[src/rtl/mlp_feature_packer.sv]
// Serial 4-bit feature packer and settle/capture sequencer for the combinational MLP classifier.
// Latency: the result is valid SETTLE_CYC cycles after the last beat. Backpressure: feat_ready is low outside LOAD, and the result holds until res_ready.
module mlp_feature_packer #(
  parameter int NUM_FEAT   = 11,
  parameter int FEAT_W     = 4,
  parameter int CLS_W      = 3,
  parameter int SETTLE_CYC = 2,
  parameter int CNT_W      = 16
) (
  input  logic                       clk,
  input  logic                       rst,
  input  logic                       feat_valid,
  output logic                       feat_ready,
  input  logic [FEAT_W-1:0]          feat_data,
  input  logic                       feat_last,
  output logic [NUM_FEAT*FEAT_W-1:0] clf_inp,
  input  logic [CLS_W-1:0]           clf_out,
  output logic                       res_valid,
  input  logic                       res_ready,
  output logic [CLS_W-1:0]           res_class,
  output logic                       frame_err,
  output logic [CNT_W-1:0]           frame_cnt
);

  localparam int IDX_W = (NUM_FEAT > 1) ? $clog2(NUM_FEAT) : 1;
  localparam int SC_W  = (SETTLE_CYC > 1) ? $clog2(SETTLE_CYC) : 1;
  localparam logic [IDX_W-1:0] LAST_IDX   = IDX_W'(NUM_FEAT - 1);
  localparam logic [SC_W-1:0]  SETTLE_END = SC_W'(SETTLE_CYC - 1);

  typedef enum logic [1:0] {LOAD, SETTLE, HOLD} state_t;

  state_t           state;
  logic [IDX_W-1:0] idx;
  logic [SC_W-1:0]  settle_cnt;
  logic             beat;

  assign beat = feat_valid && feat_ready;

  always_ff @(posedge clk) begin
    if (rst) begin
      state      <= LOAD;
      idx        <= '0;
      settle_cnt <= '0;
      clf_inp    <= '0;
      res_class  <= '0;
      res_valid  <= 1'b0;
      feat_ready <= 1'b0;
      frame_err  <= 1'b0;
      frame_cnt  <= '0;
    end else begin
      frame_err <= 1'b0;
      case (state)
        LOAD: begin
          feat_ready <= 1'b1;
          if (beat) begin
            for (int k = 0; k < NUM_FEAT; k++) begin
              if (idx == IDX_W'(k)) clf_inp[k*FEAT_W +: FEAT_W] <= feat_data;
            end
            if (idx == LAST_IDX) begin
              idx <= '0;
              if (feat_last) begin
                state      <= SETTLE;
                settle_cnt <= '0;
                feat_ready <= 1'b0;
              end else begin
                // Long frame: the whole frame is discarded.
                frame_err <= 1'b1;
              end
            end else if (feat_last) begin
              // Short frame: restart at beat 0 without clearing stale nibbles.
              idx       <= '0;
              frame_err <= 1'b1;
            end else begin
              idx <= idx + 1'b1;
            end
          end
        end
        SETTLE: begin
          settle_cnt <= settle_cnt + 1'b1;
          if (settle_cnt == SETTLE_END) begin
            res_class <= clf_out;
            res_valid <= 1'b1;
            state     <= HOLD;
          end
        end
        HOLD: begin
          if (res_ready) begin
            frame_cnt  <= frame_cnt + 1'b1;
            res_valid  <= 1'b0;
            feat_ready <= 1'b1;
            state      <= LOAD;
          end
        end
        default: state <= LOAD;
      endcase
    end
  end

endmodule

[config.mk]
export PLATFORM = sky130hd
export DESIGN_NAME = mlp_feature_packer
export DESIGN_NICKNAME = d
export VERILOG_FILES = /design/src/rtl/mlp_feature_packer.sv
export SDC_FILE = /design/constraint.sdc
export NUM_CORES = 1
export LEC_CHECK = 0
export ABC_AREA = 1
export BUFFER_PORTS_ARGS = -buffer_cell sky130_fd_sc_hd__buf_2
export CAP_MARGIN = 20
export CORE_UTILIZATION = 35
export DETAILED_ROUTE_END_ITERATION = 8
export PLACE_DENSITY_LB_ADDON = 0.3
export SYNTH_ARGS = -nofsm -noshare
export SYNTH_HDL_FRONTEND = slang
export SYNTH_SLANG_ARGS = --single-unit
[constraint.sdc]
create_clock -name clk -period 1.6 [get_ports clk]
set_clock_uncertainty 0.15 [all_clocks]
set_input_delay 0.16 -clock clk [delete_from_list [all_inputs] [get_ports clk]]
set_output_delay 0.16 -clock clk [all_outputs]
set_load 0.02 [all_outputs]
==> results of run 1 <==
[per-stage QoR]
step	area [sq um]	util, %
after floorplan	3060	-
after global placement	3660	43.9
after detailed placement	3660	43.9
after CTS	3910	46.8
after global routing	3950	47.3
final	3950	47.3
[worst min-delay path, stage by stage]
cell and delay, ns:
buf_2 0.10, clkinv_1 0.09, nand2_1 0.06, nor2_1 0.07
[power by group]
group          total, mW  switching [mW]  internal [mW]
Sequential          1.84         0.00969           1.83
Clock               1.36           0.669          0.688
Combinational      0.198           0.127         0.0709
Total               3.40           0.806           2.59
[layout make-up]
type | instances | area [sq um] | area share, %
Sequential cell | 73 | 1460 | 37.1
Clock buffer | 12 | 165 | 4.18
Timing Repair Buffer | 100 | 577 | 14.6
Tap cell | 105 | 131 | 3.33
Inverter | 46 | 173 | 4.37
Multi-Input combinational cell | 286 | 1410 | 35.8
Clock inverter | 4 | 26.3 | 0.665
[worst paths after layout]
kind | startpoint | end
max | idx[1] | clf_inp[37]
min | rst | frame_cnt[5]
max reg2reg | idx[1] | clf_inp[37]
min reg2reg | frame_cnt[1] | frame_cnt[1]
[cells by family after synthesis]
family                     count (synthesis)
and+or+nand+nor                          213
DFF                                       73
AOI/OAI and AO/OA                         66
buffers and inverters                     59
adders and majority gates                  5
xor gates and xnor gates                   2
[metal layers]
metal | part of all wire (%) | track usage (%) | vias to the layer above
met4 | 1.5 | 7.09 | 0
met1 | 48 | 20.7 | 1317
met5 | 0 | 0 | -
li1 | - | - | 1519
met3 | 3.9 | 3.11 | 10
met2 | 47 | 27.3 | 56
[cell usage after synthesis, drive strengths merged (3+ instances only)]
cell / instances / area [sq um]
a21oi: 14 / 70.1
clkbuf: 11 / 41.3
clkinv: 7 / 26.3
dfxtp: 73 / 1460
ha: 5 / 62.6
inv: 39 / 146
nand2: 55 / 209
nand3: 19 / 138
nand4: 6 / 37.5
nor2: 124 / 473
nor3: 5 / 52.6
nor3b: 3 / 22.5
o21ai: 48 / 244
[sequential cells by signal, summed over array words and instances, names as in the netlist]
register,count
clf_inp,44
frame_cnt,16
idx,4
res_class,3
state,2
feat_ready,1
frame_err,1
res_valid,1
settle_cnt,1
[layout by cell type, fill, tap and decap left out, drive strengths merged, types with 3 or more instances in the layout]
cell,netlist,final
inv,39,40
nand4,6,6
nor3,5,5
ha,5,5
nor2,124,124
buf,2,95
clkbuf,11,12
nor3b,3,3
nand2,55,55
nand3,19,19
a21oi,14,14
clkinv,7,9
dfxtp,73,73
dlygate4sd3,0,5
o21ai,48,48
[timing repair]
| item | 4_1_cts | 5_1_grt |
|---|---|---|
| pin swaps | 0 | 4 |
| hold buffers | 5 | 0 |
| endpoints found under the setup margin | 4 | 28 |
| resized for setup | 1 | 26 |
| buffers inserted | 0 | 0 |
| hold endpoints to repair | 5 | 0 |
==> impl_results.md, run 1 <==
* Hold Vio Cnt, Final at 0
* Die Width at 95.5 um
* Static leakage at 1.84 nW
* WP data required at 1.68 ns
* Rel. slew slack at 78.1%
* Synth Flop Type: dfxtp_1
* Final cell count without fillers at 626
* Post-placement setup slack at -0.0166 ns
* WHS Path Cells at 4
* CP Depth at 6
* TritonRoute pass-1 iters at 4
* Post-route DRC at 0
* Vias per cell at 4.64
* Final period utilization at 92.5%
* Number of global-route vias before repair at 2,613
* Cell Pwr Density at 860 nW/um^2
* Fin nets at 533
* GRT overflow at 0
* Layout cells sized above 1 at 27.1%
* Antenna-violating nets left at 0
* Async set-reset flop share out of synthesis at 0%
* Seq/Total Area, Yosys at 47.8%
* Mapped cell area at 3060 sq um
* Syn Nets at 435
* R2r setup slk at 0.12 ns
* Setup TNS at 0 ns
* RSZ-0062 raised after global routing: no
* Largest family of logic cells by synthesized area: simple AND/OR/NAND/NOR gates
* I/O Pins at 78
* CTS tree: yes
* Total power at 3.40 mW
* Rows at 33
* CP arrival at 1.56 ns
* PortBufs at 77
* Die area at 9120 sq um
* Slew Limit Fails at 0
* DP HPWL at 5.17 mm
* Final WS setup at 0.120 ns
* Yosys warns at 0
* Final wirelength at 7.09 mm
* Clock buffer count from CTS at 9
* Area Growth Syn to Fin at 29.0%
* Min Clock Period, post-route at 1.48 ns
* H-tree depth at 3
* Initial antenna violation count at 0
* Largest net degree at the start of global routing at 32
* # diodes at 0
* Highest clock rate at 676 MHz
* #FFs+latches synth at 73
* Cell chain of the critical path: buf_4 -> inv_1 -> ha_1 -> nand3_2 -> o21ai_0 -> nor2_1
* Skew-Pair Late Insertion Delay at 0.34 ns
* Max Cap Viol at 0
* All-Layer GR Usage at 16.4%
* CTS clk-pin slew, worst paths at 0.08 ns
* First-pass GRT wire length at 11.6 mm
* Core area at 8340 sq um
* Reg2Reg Depth at 6
* Slew @ Worst Pin at 0.328 ns
* Post-Synth XOR/XNOR Area at 0.572%
* Critical path's top delay family: flip-flops
* Initial Util at 36.7%
* EDFF count, synth at 0
* Initial DRC Count at 99
* Final setup fails at 0
* Startpoint types: flop
* Setup CP Type: flop to flop
* Post-synthesis adder-cell area fraction at 2.04%
* IR drop worst, VDD at 302 uV
* Die Ht at 95.5 um
* Gate Count Post-Synth at 418
* Post-synthesis mux area share at 0%
* Simple-Gate Fraction of Synth Area at 30.7%
* CTS root buf: clkbuf_8
* Max FO, Critical Path at 5
* Hold Worst Slack at 0.0129 ns
* Mean Syn Cell Area at 7.32 sq um
* Fillcell total at 881
* Post-synth cell types at 28
* Drt wl/cell at 11.3 um
* Maximum buffer depth of the clock tree at 2
* Via Count at 2,902
* Crit-path slowest cell: dfxtp_1
* CP endpoint kind: flop
* Placed cells at 606
* Clk sinks at 73
* RePlAce Congestion at 0.851
* Compound-Gate Fraction of Synth Area at 11.3%
* Slowest cell delay on critical path at 0.32 ns
* Status: complete, no violations
* Hold WC Path Type: primary input to flop
* Crit path buf inv count at 2
No activity file was read; power rests on OpenSTA's default activity.
==> inputs of run 2 (changes only) <==
PLACE_DENSITY = 0.64   (was default)
PLACE_DENSITY_LB_ADDON = default   (was 0.3)
==> run 2 against run 1 <==
Maximum frequency fell by 2.1%. Final cell count is 0.16% higher. Combinational power increased by 2%. Clock power increased by 9.6%. Clock-buffer cell count up 2. Final area up 1.2%. Hold slack gained 0.041 ns. Routed wire length fell by 0.27%. Utilization rose by 0.56 points. Critical path depth is 2 higher. Critical endpoint is now frame_cnt[14]. Largest cell class unchanged.
==> impl_results.md, run 2 (same netlist as run 1, synthesis figures left out) <==
* Status: complete, no violations
* Max reg flops at 44
* Drt wl/cell at 11.3 um
* TritonRoute pass-1 iters at 4
* Most common cell after layout, fill and taps aside: nor2_1
* Clk sinks at 73
* Final core utilization at 47.9%
* RePlAce Congestion at 0.830
* Fin nets at 534
* Antenna-violating nets left at 0
* Sw Ratio at 22.0%
* CTS root buf: clkbuf_8
* H-tree depth at 3
* Initial antenna violation count at 0
* I/O Pins at 78
* Hold WC Path Type: primary input to flop
* Most flop-heavy register: clf_inp
* PortBufs at 77
* Number of global-route vias before repair at 2,650
* Seq pwr share at 52.1%
* CTS tree: yes
* Area Growth Syn to Fin at 30.5%
* GRT overflow at 0
* Hold Vio Cnt, Final at 0
* WP data required at 1.68 ns
* Crit path buf inv count at 3
* CP arrival at 1.59 ns
* Die Width at 95.5 um
* Die Ht at 95.5 um
* Final wirelength at 7.07 mm
* Clock power share at 42.1%
* Cell Pwr Density at 883 nW/um^2
* Design Area, Final at 4000 sq um
* Min Clock Period, post-route at 1.51 ns
* Cell chain of the critical path: dlygate4sd3_1 -> buf_2 -> nand3_4 -> buf_6 -> nor3_4 -> nand4_1 -> nand2_1 -> nor2_1
* Max Cap Viol at 0
* Post-route DRC at 0
* Post-placement setup slack at -0.0109 ns
* Slew @ Worst Pin at 0.428 ns
* Comb power frac at 5.7%
* Final setup fails at 0
* Static leakage at 1.85 nW
* Critical path's top delay family: buffers and inverters
* Slew Limit Fails at 0
* Initial DRC Count at 104
* Skew-Pair Late Insertion Delay at 0.33 ns
* First-pass GRT wire length at 11.9 mm
* Maximum buffer depth of the clock tree at 2
* Setup CP Type: primary input to flop
* Vias per cell at 4.59
* Largest registers: clf_inp: 44 flops, frame_cnt: 16 flops, idx: 4 flops
* P_sw at 0.775 mW
* Die area at 9120 sq um
* Max FO, Critical Path at 6
* Layout cells sized above 1 at 28.9%
* # diodes at 0
* Clock buffer count from CTS at 9
* DP HPWL at 5.18 mm
* CP endpoint kind: flop
* Commonest cells after routing, fill and taps aside: 115 x nor2_1, 77 x buf_2, 69 x dfxtp_1, 54 x nand2_1, 46 x o21ai_0
* Total power at 3.53 mW
* Highest clock rate at 662 MHz
* Core area at 8340 sq um
* Hold Worst Slack at 0.0542 ns
* Initial Util at 36.7%
* Final WS setup at 0.0891 ns
* Crit-path slowest cell: dlygate4sd3_1
* CTS clk-pin slew, worst paths at 0.07 ns
* Largest net degree at the start of global routing at 35
* Rel. slew slack at 71.4%
* Via Count at 2,876
* Internal power at 2.75 mW
* Final period utilization at 94.4%
* Slowest cell delay on critical path at 0.52 ns
* Rows at 33
* Cell Area, Placed at 3650 sq um
* IR drop worst, VDD at 308 uV
* Startpoint types: primary input
* All-Layer GR Usage at 16.8%
==> run 2: repair_timing <==
action                     4_1_cts  5_1_grt
buffers inserted                 0        1
hold endpoints to repair         5        0
pin swaps                        0        4
gates resized for setup          1       31
hold buffers                     5        0
setup endpoints to repair        2       52
==> run 2: path summary, 6_finish.rpt <==
check	endpoint	from	slack, ns	cells after the start
setup / recovery	frame_cnt[14]	res_ready	0.09	8
hold / removal	clf_inp[43]	feat_data[3]	0.05	3
setup reg to reg	clf_inp[11]	state[1]	0.12	7
hold reg to reg	res_class[1]	res_class[1]	0.32	2
==> run 2: final cells by class <==
type | instances | area (sq um)
sequential | 73 | 1470
multi-input combinational | 286 | 1440
clock buffer | 14 | 173
clock inverter | 2 | 35.0
timing repair buffer | 101 | 582
fill | 868 | 4350
inverter | 46 | 173
tap | 105 | 131
==> run 2: metal layers <==
metal	part of all wire, %	global-route usage, %	vias up
li1	-	-	1519
met1	48	21.1	1300
met2	47	27.8	47
met3	3.8	3.43	10
met4	1.6	7.46	0
met5	0	0	-
==> run 2: through the flow <==
step                      TNS, ns  std cells
after floorplan                 0        418
after global placement          0        605
after detailed placement  -0.0109        605
after CTS                       0        626
after global routing      -0.0321        627
final                           0        627
==> run 2: worst reg2reg max path, delay by kind of cell, from the launching register on <==
kind | cells | cell delay (ns)
and+or+nand+nor | 4 | 0.54
DFF | 1 | 0.35
buffers and inverters | 2 | 0.32
AOI/OAI and AO/OA | 1 | 0.07
==> run 2: power by group through the flow <==
stage / sequential [mW] / combinational [mW] / clock [mW]
final: 1.84 / 0.202 / 1.49
after global routing: 1.84 / 0.229 / 1.62
after CTS: 1.84 / 0.198 / 1.55
after detailed placement: 1.88 / 0.188 / 0
after global placement: 1.88 / 0.185 / 0
after floorplan: 1.90 / 0.102 / 0
==> inputs of run 3 (changes only) <==
PLACE_DENSITY = 0.62   (was 0.64)
clock period = 1.64 ns   (was 1.6 ns; I/O delays follow)
==> run 3 against run 2 <==
Global-route usage up 0.34 points. Non-clock buffer count is 3 lower. Routed wire length is 0.68% higher. Critical endpoint unchanged. Highest routed layer unchanged.
==> impl_results.md, run 3 (same netlist as run 1, synthesis figures left out) <==
* Status: complete, no violations
* Startpoint types: primary input
* I/O Pins at 78
* WP data required at 1.72 ns
* Die area at 9120 sq um
* Number of global-route vias before repair at 2,707
* Min Clock Period, post-route at 1.53 ns
* Max FO, Critical Path at 6
* Most common cell after layout, fill and taps aside: nor2_1
* PortBufs at 77
* Hold WC Path Type: primary input to flop
* WHS Path Cells at 3
* Hold Vio Cnt, Final at 0
* IR drop worst, VDD at 453 uV
* Rows at 33
* Initial antenna violation count at 0
* CTS root buf: clkbuf_8
* Crit path buf inv count at 3
* Setup CP Type: primary input to flop
* Die Width at 95.5 um
* Slowest cell delay on critical path at 0.53 ns
* TritonRoute pass-1 iters at 4
* Clk sinks at 73
* Fin nets at 531
* First-pass GRT wire length at 12.1 mm
* Commonest cells after routing, fill and taps aside: 118 x nor2_1, 77 x buf_2, 71 x dfxtp_1, 53 x nand2_1, 41 x o21ai_0
* Final wirelength at 7.11 mm
* Slew Limit Fails at 0
* Reg2Reg Depth at 7
* Clock buffer count from CTS at 9
* RSZ-0062 raised after global routing: yes
* Fillcell total at 880
* Setup TNS at 0 ns
* Largest registers: clf_inp: 44 flops, frame_cnt: 16 flops, idx: 4 flops
* Largest net degree at the start of global routing at 29
* Max Cap Viol at 0
* Final period utilization at 93.4%
* Maximum buffer depth of the clock tree at 2
* Initial DRC Count at 56
* Slew @ Worst Pin at 0.366 ns
* CP Depth at 8
* Max reg flops at 44
* Rel. slew slack at 75.5%
* Total power at 3.58 mW
* CP endpoint kind: flop
* Via Count at 2,847
* Post-placement setup slack at 0.0235 ns
* Crit-path slowest cell: dlygate4sd3_1
* All-Layer GR Usage at 17.2%
* Drt wl/cell at 11.4 um
* Skew-Pair Late Insertion Delay at 0.34 ns
* GRT overflow at 0
* Core area at 8340 sq um
* # diodes at 0
* Final WS setup at 0.109 ns
* Post-route DRC at 0
* Layout cells sized above 1 at 26.0%
* Vias per cell at 4.56
* DP HPWL at 5.16 mm
* Antenna-violating nets left at 0
* CTS clk-pin slew, worst paths at 0.07 ns
* Design Area, Final at 3960 sq um
* Final setup fails at 0
* Critical path's top delay family: buffers and inverters
* RePlAce Congestion at 0.852
* Most flop-heavy register: clf_inp
* CP arrival at 1.61 ns
* Cell Pwr Density at 905 nW/um^2
* Static leakage at 1.84 nW
* Die Ht at 95.5 um
* Cell chain of the critical path: dlygate4sd3_1 -> buf_2 -> nand3_2 -> buf_6 -> nor3_4 -> nand4_1 -> nand2_1 -> nor2_1
* H-tree depth at 3
* Cell Area, Placed at 3620 sq um
* Initial Util at 36.7%
* Area Growth Syn to Fin at 29.4%
* CTS tree: yes
* Highest clock rate at 653 MHz
==> run 3: worst min-delay path, stage by stage <==
cell and delay (ns):
buf_2 0.18, nor2_1 0.12, nor2_1 0.05
==> run 3: path summary, 6_finish.rpt <==
kind | startpoint | slack [ns] | endpoint
hold reg to reg | res_valid | 0.31 | res_valid
setup reg to reg | state[0] | 0.15 | frame_cnt[14]
setup / recovery | res_ready | 0.11 | frame_cnt[14]
hold / removal | feat_data[1] | 0.07 | clf_inp[41]
==> run 3: report_power, final <==
part           switching (mW)  internal [mW]
sequential            0.00840           1.79
clock                   0.649          0.944
combinational           0.124         0.0705
==> run 3: area by class of cell <==
class,count,area [sq um],share of cell area [%]
clock buffer,14,163,4.11
multi-input combinational,286,1410,35.6
clock inverter,2,60.1,1.52
tap,105,131,3.32
sequential,73,1460,37.0
inverter,46,173,4.36
timing repair buffer,98,559,14.1
==> run 3: routing by layer <==
layer / global-route usage (%) / vias to the layer above / wire length (um) / part of all wire, %
li1: - / 1513 / - / -
met1: 21.4 / 1277 / 3440 / 48
met2: 28.1 / 48 / 3260 / 46
met3: 3.91 / 9 / 280 / 3.9
met4: 7.84 / 0 / 131 / 1.8
met5: 0 / - / 0 / 0
==> run 3: stage by stage <==
step	hold slack, ns	std cells	utilization (%)
floorplan	0.106	418	-
global placement	0.265	601	43.4
detailed placement	0.269	601	43.4
CTS	0.0407	622	46.8
global route	0.0684	624	47.5
finish	0.0651	624	47.5
==> run 3: timing repair <==
item,4_1_cts,5_1_grt
hold buffers,5,0
hold endpoints to repair,5,0
resized for setup,1,24
gates cloned,0,0
setup buffers,0,2
setup endpoints to repair,1,34
pin swaps,0,4
